### src/rtl/cu_seq_ctrl.sv
// cu_seq_ctrl: multi-cycle fetch/decode/execute sequencer for the 8-bit MCU core.
// Fetches a 16-bit instruction from flash (high byte first), reads the register
// file, drives the ALU/SRAM/GPIO and issues one-cycle write/PC pulses in WB.
// Optional build macro CU_SEQ_STEP_EN adds dbg_halt/dbg_step single-step control.
module cu_seq_ctrl #(
    parameter int DATA_W       = 8,
    parameter int PC_W         = 12,
    parameter int LOAD_TIMEOUT = 15
) (
    input  logic              clk,
    input  logic              rst,
`ifdef CU_SEQ_STEP_EN
    input  logic              dbg_halt,
    input  logic              dbg_step,
`endif
    input  logic [7:0]        flash_data,
    input  logic              flash_valid,
    output logic              pc_inc,
    output logic              pc_load,
    output logic [PC_W-1:0]   pc_next,
    output logic [3:0]        reg_read_addr_a,
    output logic [3:0]        reg_read_addr_b,
    input  logic [DATA_W-1:0] reg_read_data_a,
    input  logic [DATA_W-1:0] reg_read_data_b,
    output logic              reg_write_en,
    output logic [3:0]        reg_write_addr,
    output logic [DATA_W-1:0] reg_write_data,
    output logic [2:0]        alu_opcode,
    output logic [DATA_W-1:0] alu_a,
    output logic [DATA_W-1:0] alu_b,
    input  logic [DATA_W-1:0] alu_result,
    input  logic              alu_eq,
    input  logic              alu_gt,
    input  logic              alu_cout,
    output logic [7:0]        sram_addr,
    output logic              sram_read_en,
    input  logic              sram_rvalid,
    input  logic [DATA_W-1:0] sram_read_data,
    output logic              sram_write_en,
    output logic [DATA_W-1:0] sram_write_data,
    input  logic [DATA_W-1:0] in_gpio,
    output logic [DATA_W-1:0] out_gpio,
    output logic [2:0]        flags,
    output logic              mem_err,
    output logic [2:0]        state_o
);

    typedef enum logic [2:0] {
        FETCH_HI = 3'd0,
        FETCH_LO = 3'd1,
        DECODE   = 3'd2,
        EXEC     = 3'd3,
        MEM_WAIT = 3'd4,
        WB       = 3'd5
    } state_t;

    localparam logic [3:0] OP_LOAD  = 4'b1000;
    localparam logic [3:0] OP_STORE = 4'b1001;
    localparam logic [3:0] OP_JMP   = 4'b1010;
    localparam logic [3:0] OP_BEQ   = 4'b1011;
    localparam logic [3:0] OP_BGT   = 4'b1100;
    localparam logic [3:0] OP_BC    = 4'b1101;
    localparam logic [3:0] OP_IN    = 4'b1110;
    localparam logic [3:0] OP_OUT   = 4'b1111;
    localparam int         JMP_W    = (PC_W < 12) ? PC_W : 12;
    localparam logic [7:0] TMO_LAST = 8'(LOAD_TIMEOUT - 1);

    state_t              state_q;
    logic [15:0]         instr_q;
    logic                pc_load_q;
    logic [PC_W-1:0]     pc_next_q;
    logic [3:0]          rd_addr_a_q, rd_addr_b_q;
    logic                wr_en_q;
    logic [3:0]          wr_addr_q;
    logic [DATA_W-1:0]   wr_data_q;
    logic [2:0]          alu_op_q;
    logic [DATA_W-1:0]   alu_a_q, alu_b_q;
    logic [7:0]          sram_addr_q;
    logic                sram_ren_q, sram_wen_q;
    logic [DATA_W-1:0]   sram_wdata_q;
    logic [DATA_W-1:0]   gpio_q;
    logic [2:0]          flags_q;            // {C,GT,EQ}
    logic                mem_err_q;
    logic [7:0]          tmo_cnt_q;

    logic [3:0]          opcode;
    logic                run_ok, hi_acc, lo_acc;
    logic                take_d;
    logic [PC_W-1:0]     jmp_tgt;

    assign opcode = instr_q[15:12];

`ifdef CU_SEQ_STEP_EN
    logic step_pend_q;
    assign run_ok = !dbg_halt || step_pend_q || dbg_step;

    // Step credit: a dbg_step pulse releases exactly one FETCH_HI while halted.
    always_ff @(posedge clk) begin
        if (rst)         step_pend_q <= 1'b0;
        else if (hi_acc) step_pend_q <= 1'b0;
        else if (dbg_step) step_pend_q <= 1'b1;
    end
`else
    assign run_ok = 1'b1;
`endif

    // pc_inc is raised in the cycle a byte is accepted so the PC advances on that
    // same edge and FETCH_LO already sees the next flash byte.
    assign hi_acc = (state_q == FETCH_HI) && flash_valid && run_ok && !rst;
    assign lo_acc = (state_q == FETCH_LO) && flash_valid && !rst;
    assign pc_inc = hi_acc || lo_acc;

    // Branch decision uses flags latched by an earlier ALU op, not live ALU status.
    always_comb begin
        take_d = 1'b0;
        case (opcode)
            OP_JMP:  take_d = 1'b1;
            OP_BEQ:  take_d = flags_q[0];
            OP_BGT:  take_d = flags_q[1];
            OP_BC:   take_d = flags_q[2];
            default: take_d = 1'b0;
        endcase
    end

    // 12-bit jump field {dst,a,b} zero-extended or truncated to PC_W.
    always_comb begin
        jmp_tgt = '0;
        jmp_tgt[JMP_W-1:0] = instr_q[JMP_W-1:0];
    end

    // Sequencer FSM with all outputs registered; WB outputs are one-cycle pulses.
    always_ff @(posedge clk) begin
        if (rst) begin
            state_q      <= FETCH_HI;
            instr_q      <= '0;
            pc_load_q    <= 1'b0;
            pc_next_q    <= '0;
            rd_addr_a_q  <= '0;
            rd_addr_b_q  <= '0;
            wr_en_q      <= 1'b0;
            wr_addr_q    <= '0;
            wr_data_q    <= '0;
            alu_op_q     <= '0;
            alu_a_q      <= '0;
            alu_b_q      <= '0;
            sram_addr_q  <= '0;
            sram_ren_q   <= 1'b0;
            sram_wen_q   <= 1'b0;
            sram_wdata_q <= '0;
            gpio_q       <= '0;
            flags_q      <= '0;
            mem_err_q    <= 1'b0;
            tmo_cnt_q    <= '0;
        end else begin
            pc_load_q  <= 1'b0;
            wr_en_q    <= 1'b0;
            sram_wen_q <= 1'b0;
            case (state_q)
                FETCH_HI: begin
                    if (hi_acc) begin
                        instr_q[15:8] <= flash_data;
                        state_q       <= FETCH_LO;
                    end
                end
                FETCH_LO: begin
                    if (lo_acc) begin
                        instr_q[7:0] <= flash_data;
                        rd_addr_b_q  <= flash_data[3:0];
                        // STORE and OUT read the register named by dst on port A
                        rd_addr_a_q  <= (opcode == OP_STORE || opcode == OP_OUT) ?
                                        instr_q[11:8] : flash_data[7:4];
                        state_q      <= DECODE;
                    end
                end
                DECODE: begin
                    alu_a_q   <= reg_read_data_a;
                    alu_b_q   <= reg_read_data_b;
                    alu_op_q  <= instr_q[15] ? 3'b000 : instr_q[14:12];
                    wr_addr_q <= instr_q[11:8];
                    if (opcode == OP_LOAD || opcode == OP_STORE)
                        sram_addr_q <= instr_q[7:0];
                    if (opcode == OP_LOAD) begin
                        sram_ren_q <= 1'b1;
                        tmo_cnt_q  <= '0;
                        state_q    <= MEM_WAIT;
                    end else begin
                        state_q    <= EXEC;
                    end
                end
                EXEC: begin
                    if (!instr_q[15]) begin
                        wr_data_q <= alu_result;
                        flags_q   <= {alu_cout, alu_gt, alu_eq};
                        wr_en_q   <= 1'b1;
                    end else begin
                        case (opcode)
                            OP_IN: begin
                                wr_data_q <= in_gpio;
                                wr_en_q   <= 1'b1;
                            end
                            OP_STORE: begin
                                sram_wdata_q <= alu_a_q;
                                sram_wen_q   <= 1'b1;
                            end
                            OP_OUT: gpio_q <= alu_a_q;
                            default: begin
                                if (take_d) begin
                                    pc_next_q <= jmp_tgt;
                                    pc_load_q <= 1'b1;
                                end
                            end
                        endcase
                    end
                    state_q <= WB;
                end
                MEM_WAIT: begin
                    tmo_cnt_q <= tmo_cnt_q + 8'd1;
                    if (sram_rvalid) begin
                        wr_data_q  <= sram_read_data;
                        sram_ren_q <= 1'b0;
                        wr_en_q    <= 1'b1;
                        state_q    <= WB;
                    end else if (tmo_cnt_q == TMO_LAST) begin
                        wr_data_q  <= '0;
                        mem_err_q  <= 1'b1;
                        sram_ren_q <= 1'b0;
                        wr_en_q    <= 1'b1;
                        state_q    <= WB;
                    end
                end
                WB:      state_q <= FETCH_HI;
                default: state_q <= FETCH_HI;
            endcase
        end
    end

    assign pc_load         = pc_load_q;
    assign pc_next         = pc_next_q;
    assign reg_read_addr_a = rd_addr_a_q;
    assign reg_read_addr_b = rd_addr_b_q;
    assign reg_write_en    = wr_en_q;
    assign reg_write_addr  = wr_addr_q;
    assign reg_write_data  = wr_data_q;
    assign alu_opcode      = alu_op_q;
    assign alu_a           = alu_a_q;
    assign alu_b           = alu_b_q;
    assign sram_addr       = sram_addr_q;
    assign sram_read_en    = sram_ren_q;
    assign sram_write_en   = sram_wen_q;
    assign sram_write_data = sram_wdata_q;
    assign out_gpio        = gpio_q;
    assign flags           = flags_q;
    assign mem_err         = mem_err_q;
    assign state_o         = state_q;

endmodule

### config.mk
export PLATFORM = sky130hd
export DESIGN_NAME = cu_seq_ctrl
export DESIGN_NICKNAME = d
export VERILOG_FILES = /design/src/rtl/cu_seq_ctrl.sv
export SDC_FILE = /design/constraint.sdc
export NUM_CORES = 1
export LEC_CHECK = 0
export CAP_MARGIN = 15
export CORE_MARGIN = 2
export CORE_UTILIZATION = 42
export DETAILED_ROUTE_END_ITERATION = 16
export HOLD_SLACK_MARGIN = 0.15
export PLACE_DENSITY_LB_ADDON = 0.1
export SLEW_MARGIN = 20
export SYNTH_ARGS = -nofsm -noshare
export SYNTH_HDL_FRONTEND = slang
export SYNTH_SLANG_ARGS = --single-unit
### constraint.sdc
create_clock -name clk -period 1.8 [get_ports clk]
set_input_delay 0.54 -clock clk [delete_from_list [all_inputs] [get_ports clk]]
set_output_delay 0.54 -clock clk [all_outputs]
set_load 0.03 [all_outputs]
==> results of run 1 <==
## cells in the mapped netlist (2+ instances only)
cell       instances
a2111oi_0          2
a211o_1            8
a211oi_1           6
a21oi_1           67
and2_1             3
buf_1              2
buf_2              6
buf_4              4
buf_6              2
clkbuf_1          26
dfxtp_1          106
ha_1               2
inv_1              4
mux2_2             2
mux2i_1           52
nand2_1           67
nand2b_1          11
nand3_1           18
nand4b_1           2
nor2_1            48
nor2b_1            3
nor3_1             5
nor3_4             2
nor3b_2            2
nor4_1             2
o21ai_0           21
or3_1              2
or3b_1             2
## cell families after synthesis
logic type | after synthesis
compound gates | 111
flops | 106
mux | 54
buf+inv | 45
fa+ha+maj | 2
simple gates | 176
## sequential cells by signal (all words and copies together), names as in the netlist
name             cells
tmo_cnt_q            8
instr_q             16
out_gpio             8
reg_write_data       8
alu_opcode           3
sram_addr            8
sram_read_en         1
reg_write_addr       4
pc_next             12
reg_write_en         1
pc_load              1
flags                3
state_o              3
alu_b                8
sram_write_en        1
reg_read_addr_a      4
sram_write_data      8
mem_err              1
alu_a                8
## per-layer routing
layer / up-vias / global-route usage
li1: 1980 / -
met1: 1833 / 0.270
met2: 113 / 0.336
met3: 13 / 0.0521
met4: 0 / 0.0602
met5: - / 0
## through the flow
stage / instances / utilization / hold slack (ps) / total power, mW
3_3_place_gp: 756 / 0.594 / 442 / 2.87
6_report: 771 / 0.606 / 454 / 4.25
5_1_grt: 771 / 0.606 / 488 / 4.43
2_1_floorplan: 494 / - / 449 / 2.66
3_5_place_dp: 756 / 0.594 / 449 / 2.88
4_1_cts: 771 / 0.603 / 461 / 4.28
## power breakdown
part,switching (mW),total [mW],internal (mW),leakage (nW)
logic,0.203,0.415,0.212,1.71
clock network,0.830,1.44,0.606,0.0968
registers,0.0272,2.40,2.37,0.857
total,1.06,4.25,3.19,2.66
## cell usage in the layout (no fill, tap or decap), drive strengths merged, types with 2 or more instances in the layout
| cell | instances |
|---|---|
| a2111oi | 2 |
| a211o | 8 |
| a211oi | 6 |
| a21oi | 67 |
| and2 | 3 |
| buf | 27 |
| clkbuf | 11 |
| clkdlybuf4s50 | 52 |
| clkinv | 3 |
| dfxtp | 106 |
| dlygate4sd2 | 86 |
| ha | 2 |
| inv | 5 |
| mux2 | 2 |
| mux2i | 52 |
| nand2 | 67 |
| nand2b | 11 |
| nand3 | 18 |
| nand4b | 2 |
| nor2 | 48 |
| nor2b | 3 |
| nor3 | 7 |
| nor3b | 2 |
| nor4 | 2 |
| nor4b | 2 |
| o21ai | 21 |
| or3 | 2 |
| or3b | 2 |
## layout make-up
cell class | count | area (um2) | area share
multi-input combinational | 343 | 2100 | 0.339
tap | 136 | 170 | 0.0275
clock inverter | 5 | 45.0 | 0.00727
inverter | 4 | 15.0 | 0.00242
clock buffer | 11 | 153 | 0.0246
timing repair buffer | 166 | 1580 | 0.255
sequential | 106 | 2130 | 0.343
## critical path, cell delays in order (launching register included)
cell,delay [ps]
dfxtp_2,350
buf_12,140
nor4b_4,290
buf_6,170
## worst min-delay path by stage
stage,from,slack (ps),end,cells after the start
2_1_floorplan,instr_q[4],450,instr_q[4],2
3_3_place_gp,alu_b[6],440,alu_b[6],2
3_5_place_dp,reg_write_addr[0],450,reg_write_addr[0],2
4_1_cts,alu_opcode[0],460,alu_opcode[0],2
5_1_grt,reg_write_addr[0],490,reg_write_addr[0],2
6_report,alu_opcode[0],450,alu_opcode[0],2
==> metrics, run 1 <==
unrepaired setup endpoints after global routing true; root buf cell clkbuf_8; period utilization 1.03; final hold vios 0; worst slack at placement -304 ps; Seq/Total Area, Yosys 0.485; post-synthesis mux area share 0.124; Post-Synthesis Cell Area about 4400 um2; Avg Cell Area, Syn 8.86 um2; Setup TNS -62.7 ps; Compound-Gate Fraction of Synth Area 0.143; DRC Markers 0; Least-Margin Pin Slew 492 ps; Post-CTS Setup Bufs 0; WL per Instance between 10 and 15 um; Pleak 2.66 nW; Max Cap Violations 0; CP arrival 1310 ps; number of synthesized flops with an enable pin 0; Die Y approximately 110 um; Die X 106 um; synthesized net count 551; Initial Util 0.428; Synth top area share 0.485; setup slack after layout -49.6 ps; adder-cell share of the synthesized area 0.00572; GR Overflow Total 0; global-route wire length before repair 18800 um; CTS tree done; largest cells by area after synthesis dfxtp_1, mux2i_1, a21oi_1, nand2_1, nor2_1; flop2flop setup slack around 90 ps; Longest Clk Path Bufs 2; Initial DRC Count about 180; WL final 11400 um; Cells after Synth 494; Hold Crit Class flop to flop; Num CTS Buffers 9; H-tree Lvls 3; Worst-Skew Late Latency 360 ps; FF-to-FF Start tmo_cnt_q[0]; crit path launch state_o[1]; All-Layer GR Usage 0.206; failing checks setup timing; min Tclk post-route 1850 ps; placed standard-cell area 6080 um2; Synth cell types 45; # rows 37; Critical Path Sink pc_inc; Core ar. 10200 um2; largest net degree at the start of global routing 115; # setup viols final 2; Pre-antenna DRT Iters 5; clock transition at the registers of the reported paths 110 ps; Via Count 3939; YS warnings 0; vias in the first global route roughly 3800; main combinational cell family by area after synthesis simple AND/OR/NAND/NOR gates; Synth Flop Type dfxtp_1; Area Growth Syn to Fin 41.6%; final-layout fill cell count roughly 940; Vias/cell 5.11; asr flop ratio synth 0; status complete, but fails checks; DR WL met3 approximately 730 um; Critical Path RT 1260 ps; critical-path maximum fanout 12; fmax 541 MHz; Total Nets Final between 600 and 700; Port Buf Inserts between 100 and 150; DR top layer met4; dominant cell type by area after synthesis dfxtp_1; CP Capture Type output pin; Die Footprint 11300 um2; #FFs+latches synth 106; Simple-Gate Fraction of Synth Area 0.195; cts-stage hold buffer count 0; Synth Area in XOR/XNOR 0; power per cell area 686 nW/um2; fraction of layout instances using a drive strength above 1 0.0992; clk_skew about 17 ps; DP Wirelength 8130 um; slew margin rel. 0.672; Clock Sink Count 106; post-route cell area between 6000 and 7000 um2; wl on met1 a little over 5000 um; Ports 142; reg2reg path depth 7; FF-to-FF End reg_write_data[2]; Routed Antenna Nets 0; diodes inserted 0; startpoint types flop; # resized after CTS 89; final RePlAce weighted congestion about 0.84; max-slew violation count 0; initial antenna violation count 0; Worst VDD drop 0.477 mV; met2 WL 5430 um; Crit Path Class flop to output pin
Note: power is estimated with default switching activity, not from simulation.
==> run 2: changes to the inputs <==
ABC_CLOCK_PERIOD_IN_PS = 1800   (was not set)
CORE_ASPECT_RATIO = 0.7   (was not set)
CTS_CLUSTER_DIAMETER = 150   (was not set)
==> metrics, run 2 (same netlist as run 1, synthesis figures left out) <==
Worst path top cell family by delay flip-flops (unchanged); min Tclk post-route 1860 ps (was 1850 ps); failing checks setup timing (unchanged); Least-Margin Pin Slew 507 ps (was 492 ps); Pre-antenna DRT Iters 4 (was 5); critical-path maximum fanout 4 (was 12); diodes inserted 0 (unchanged); clk_skew 6.82 ps (was 17.2 ps); Initial Util 0.427 (was 0.428); Hold Crit Class flop to flop (unchanged); DP Wirelength 8230 um (was 8130 um); CP Cell Sequence buf_6 > nor4b_4 > buf_6 (was buf_12 > nor4b_4 > buf_6); met1 Usage GRT 0.278 (was 0.270); Pleak 2.76 nW (was 2.66 nW); power per cell area 742 nW/um2 (was 686 nW/um2); largest net degree at the start of global routing 78 (was 115); Port Buf Inserts 141 (unchanged); Initial DRC Count 187 (was 177); unrepaired setup endpoints after global routing true (unchanged); DRC Markers 0 (unchanged); slew margin rel. 0.662 (was 0.672); Die Footprint 11300 um2 (about the same); most frequent cells in the layout dfxtp_1, dlygate4sd2_1, nand2_1, a21oi_1 (unchanged); CP arrival 1320 ps (was 1310 ps); Longest Clk Path Bufs 2 (unchanged); initial antenna violation count 0 (unchanged); met2 Use GR 0.293 (was 0.336); Num CTS Buffers 9 (unchanged); GR Overflow Total 0 (unchanged); H-tree Lvls 3 (unchanged); vias in the first global route 3714 (was 3762); Max Cap Violations 0 (unchanged); Worst VDD drop 0.462 mV (was 0.477 mV); CTS tree done (unchanged); Crit Path Class flop to output pin (unchanged); Area Growth Syn to Fin 44.7% (was 41.6%); Core ar. 10200 um2 (about the same); flop2flop setup slack 120 ps (was 90 ps); commonest non-fill, non-tap cell in the layout dfxtp_1 (unchanged); All-Layer GR Usage 0.205 (was 0.206); power after layout 4.70 mW (was 4.25 mW); status complete, but fails checks (unchanged); # rows 31 (was 37); final RePlAce weighted congestion 0.800 (was 0.842); global-route wire length before repair 18400 um (was 18800 um); WL per Instance 15.2 um (was 14.8 um); Most Crowded Layer GR met2 (unchanged); max-slew violation count 0 (unchanged); WP buf/inv 2 (unchanged); fraction of layout instances using a drive strength above 1 0.114 (was 0.0992); cts-stage hold buffer count 0 (unchanged); Worst-Skew Late Latency 350 ps (was 360 ps); Die X 126 um (was 106 um); Ports 142 (unchanged); cell mode on critical path buf_6; CP max stage delay 360 ps (was 350 ps); Top reg by flops instr_q (unchanged); Total Nets Final 695 (was 687); met3 GRT Util 0.0993 (was 0.0521); # setup viols final 1 (was 2); Setup TNS -58.3 ps (was -62.7 ps); startpoint types flop (unchanged); Clock Sink Count 106 (unchanged); clock transition at the registers of the reported paths 70 ps (was 110 ps); period utilization 1.03 (about the same); root buf cell clkbuf_16 (was clkbuf_8); final hold vios 0 (unchanged); max FFs per register 16 (unchanged); Routed Antenna Nets 0 (unchanged); WL final 11800 um (was 11400 um); slowest stage cell, crit path dfxtp_4 (was dfxtp_2); Critical Path RT 1260 ps (about the same); fmax 538 MHz (was 541 MHz); Die Y 89.4 um (was 106 um); Via Count 3951 (was 3939); setup slack after layout -58.3 ps (was -49.6 ps); Vias/cell 5.10 (was 5.11); CP Capture Type output pin (unchanged)
run 2: where the power goes:
part           total [mW]  switching, mW  internal [mW]
clock                1.88          0.900          0.980
combinational       0.424          0.205          0.219
sequential           2.40         0.0281           2.37
total                4.70           1.13           3.57
run 2: layer usage:
metal	vias up	wire (um)
li1	1994	-
met5	-	0
met1	1810	5720
met4	0	107
met2	136	4830
met3	11	1130
run 2: timing repair:
action                                  4_1_cts  5_1_grt
setup buffers                                 1        3
pin swaps                                     0        1
endpoints found under the setup margin       87       31
gates resized for setup                      88        9
run 2: final timing paths:
| path | cells after the start | to | from |
|---|---|---|---|
| setup reg to reg | 5 | state_o[0] | tmo_cnt_q[1] |
| setup / recovery | 3 | pc_inc | state_o[1] |
| hold reg to reg | 2 | alu_b[1] | alu_b[1] |
| hold / removal | 2 | alu_b[1] | alu_b[1] |
run 2: area by class of cell:
cell class | instances | area (um2)
fillers | 923 | 3910
multi-input cells | 343 | 2100
inverters | 4 | 15.0
well taps | 132 | 165
repair buffers | 174 | 1640
clock inverters | 6 | 41.3
flip-flops and latches | 106 | 2130
clock buffers | 10 | 239
run 2: stage by stage:
| step | area (um2) | cells | hold WS [ps] | setup slack [ps] | utilization |
|---|---|---|---|---|---|
| 3_5_place_dp | 6090 | 755 | 450 | -323 | 0.595 |
| 4_1_cts | 6270 | 772 | 457 | -106 | 0.613 |
| 5_1_grt | 6330 | 775 | 479 | -115 | 0.619 |
| 6_report | 6330 | 775 | 453 | -58.3 | 0.619 |
| 3_3_place_gp | 6090 | 755 | 441 | -300 | 0.595 |
| 2_1_floorplan | 4460 | 494 | 449 | -135 | - |
run 2: worst register-to-register path, cell delays in order, from the launching register on:
cell and delay, ps:
dfxtp_1 390, ha_1 180, nand4b_1 160, nor4_2 280, o21bai_1 170, a2111oi_0 380
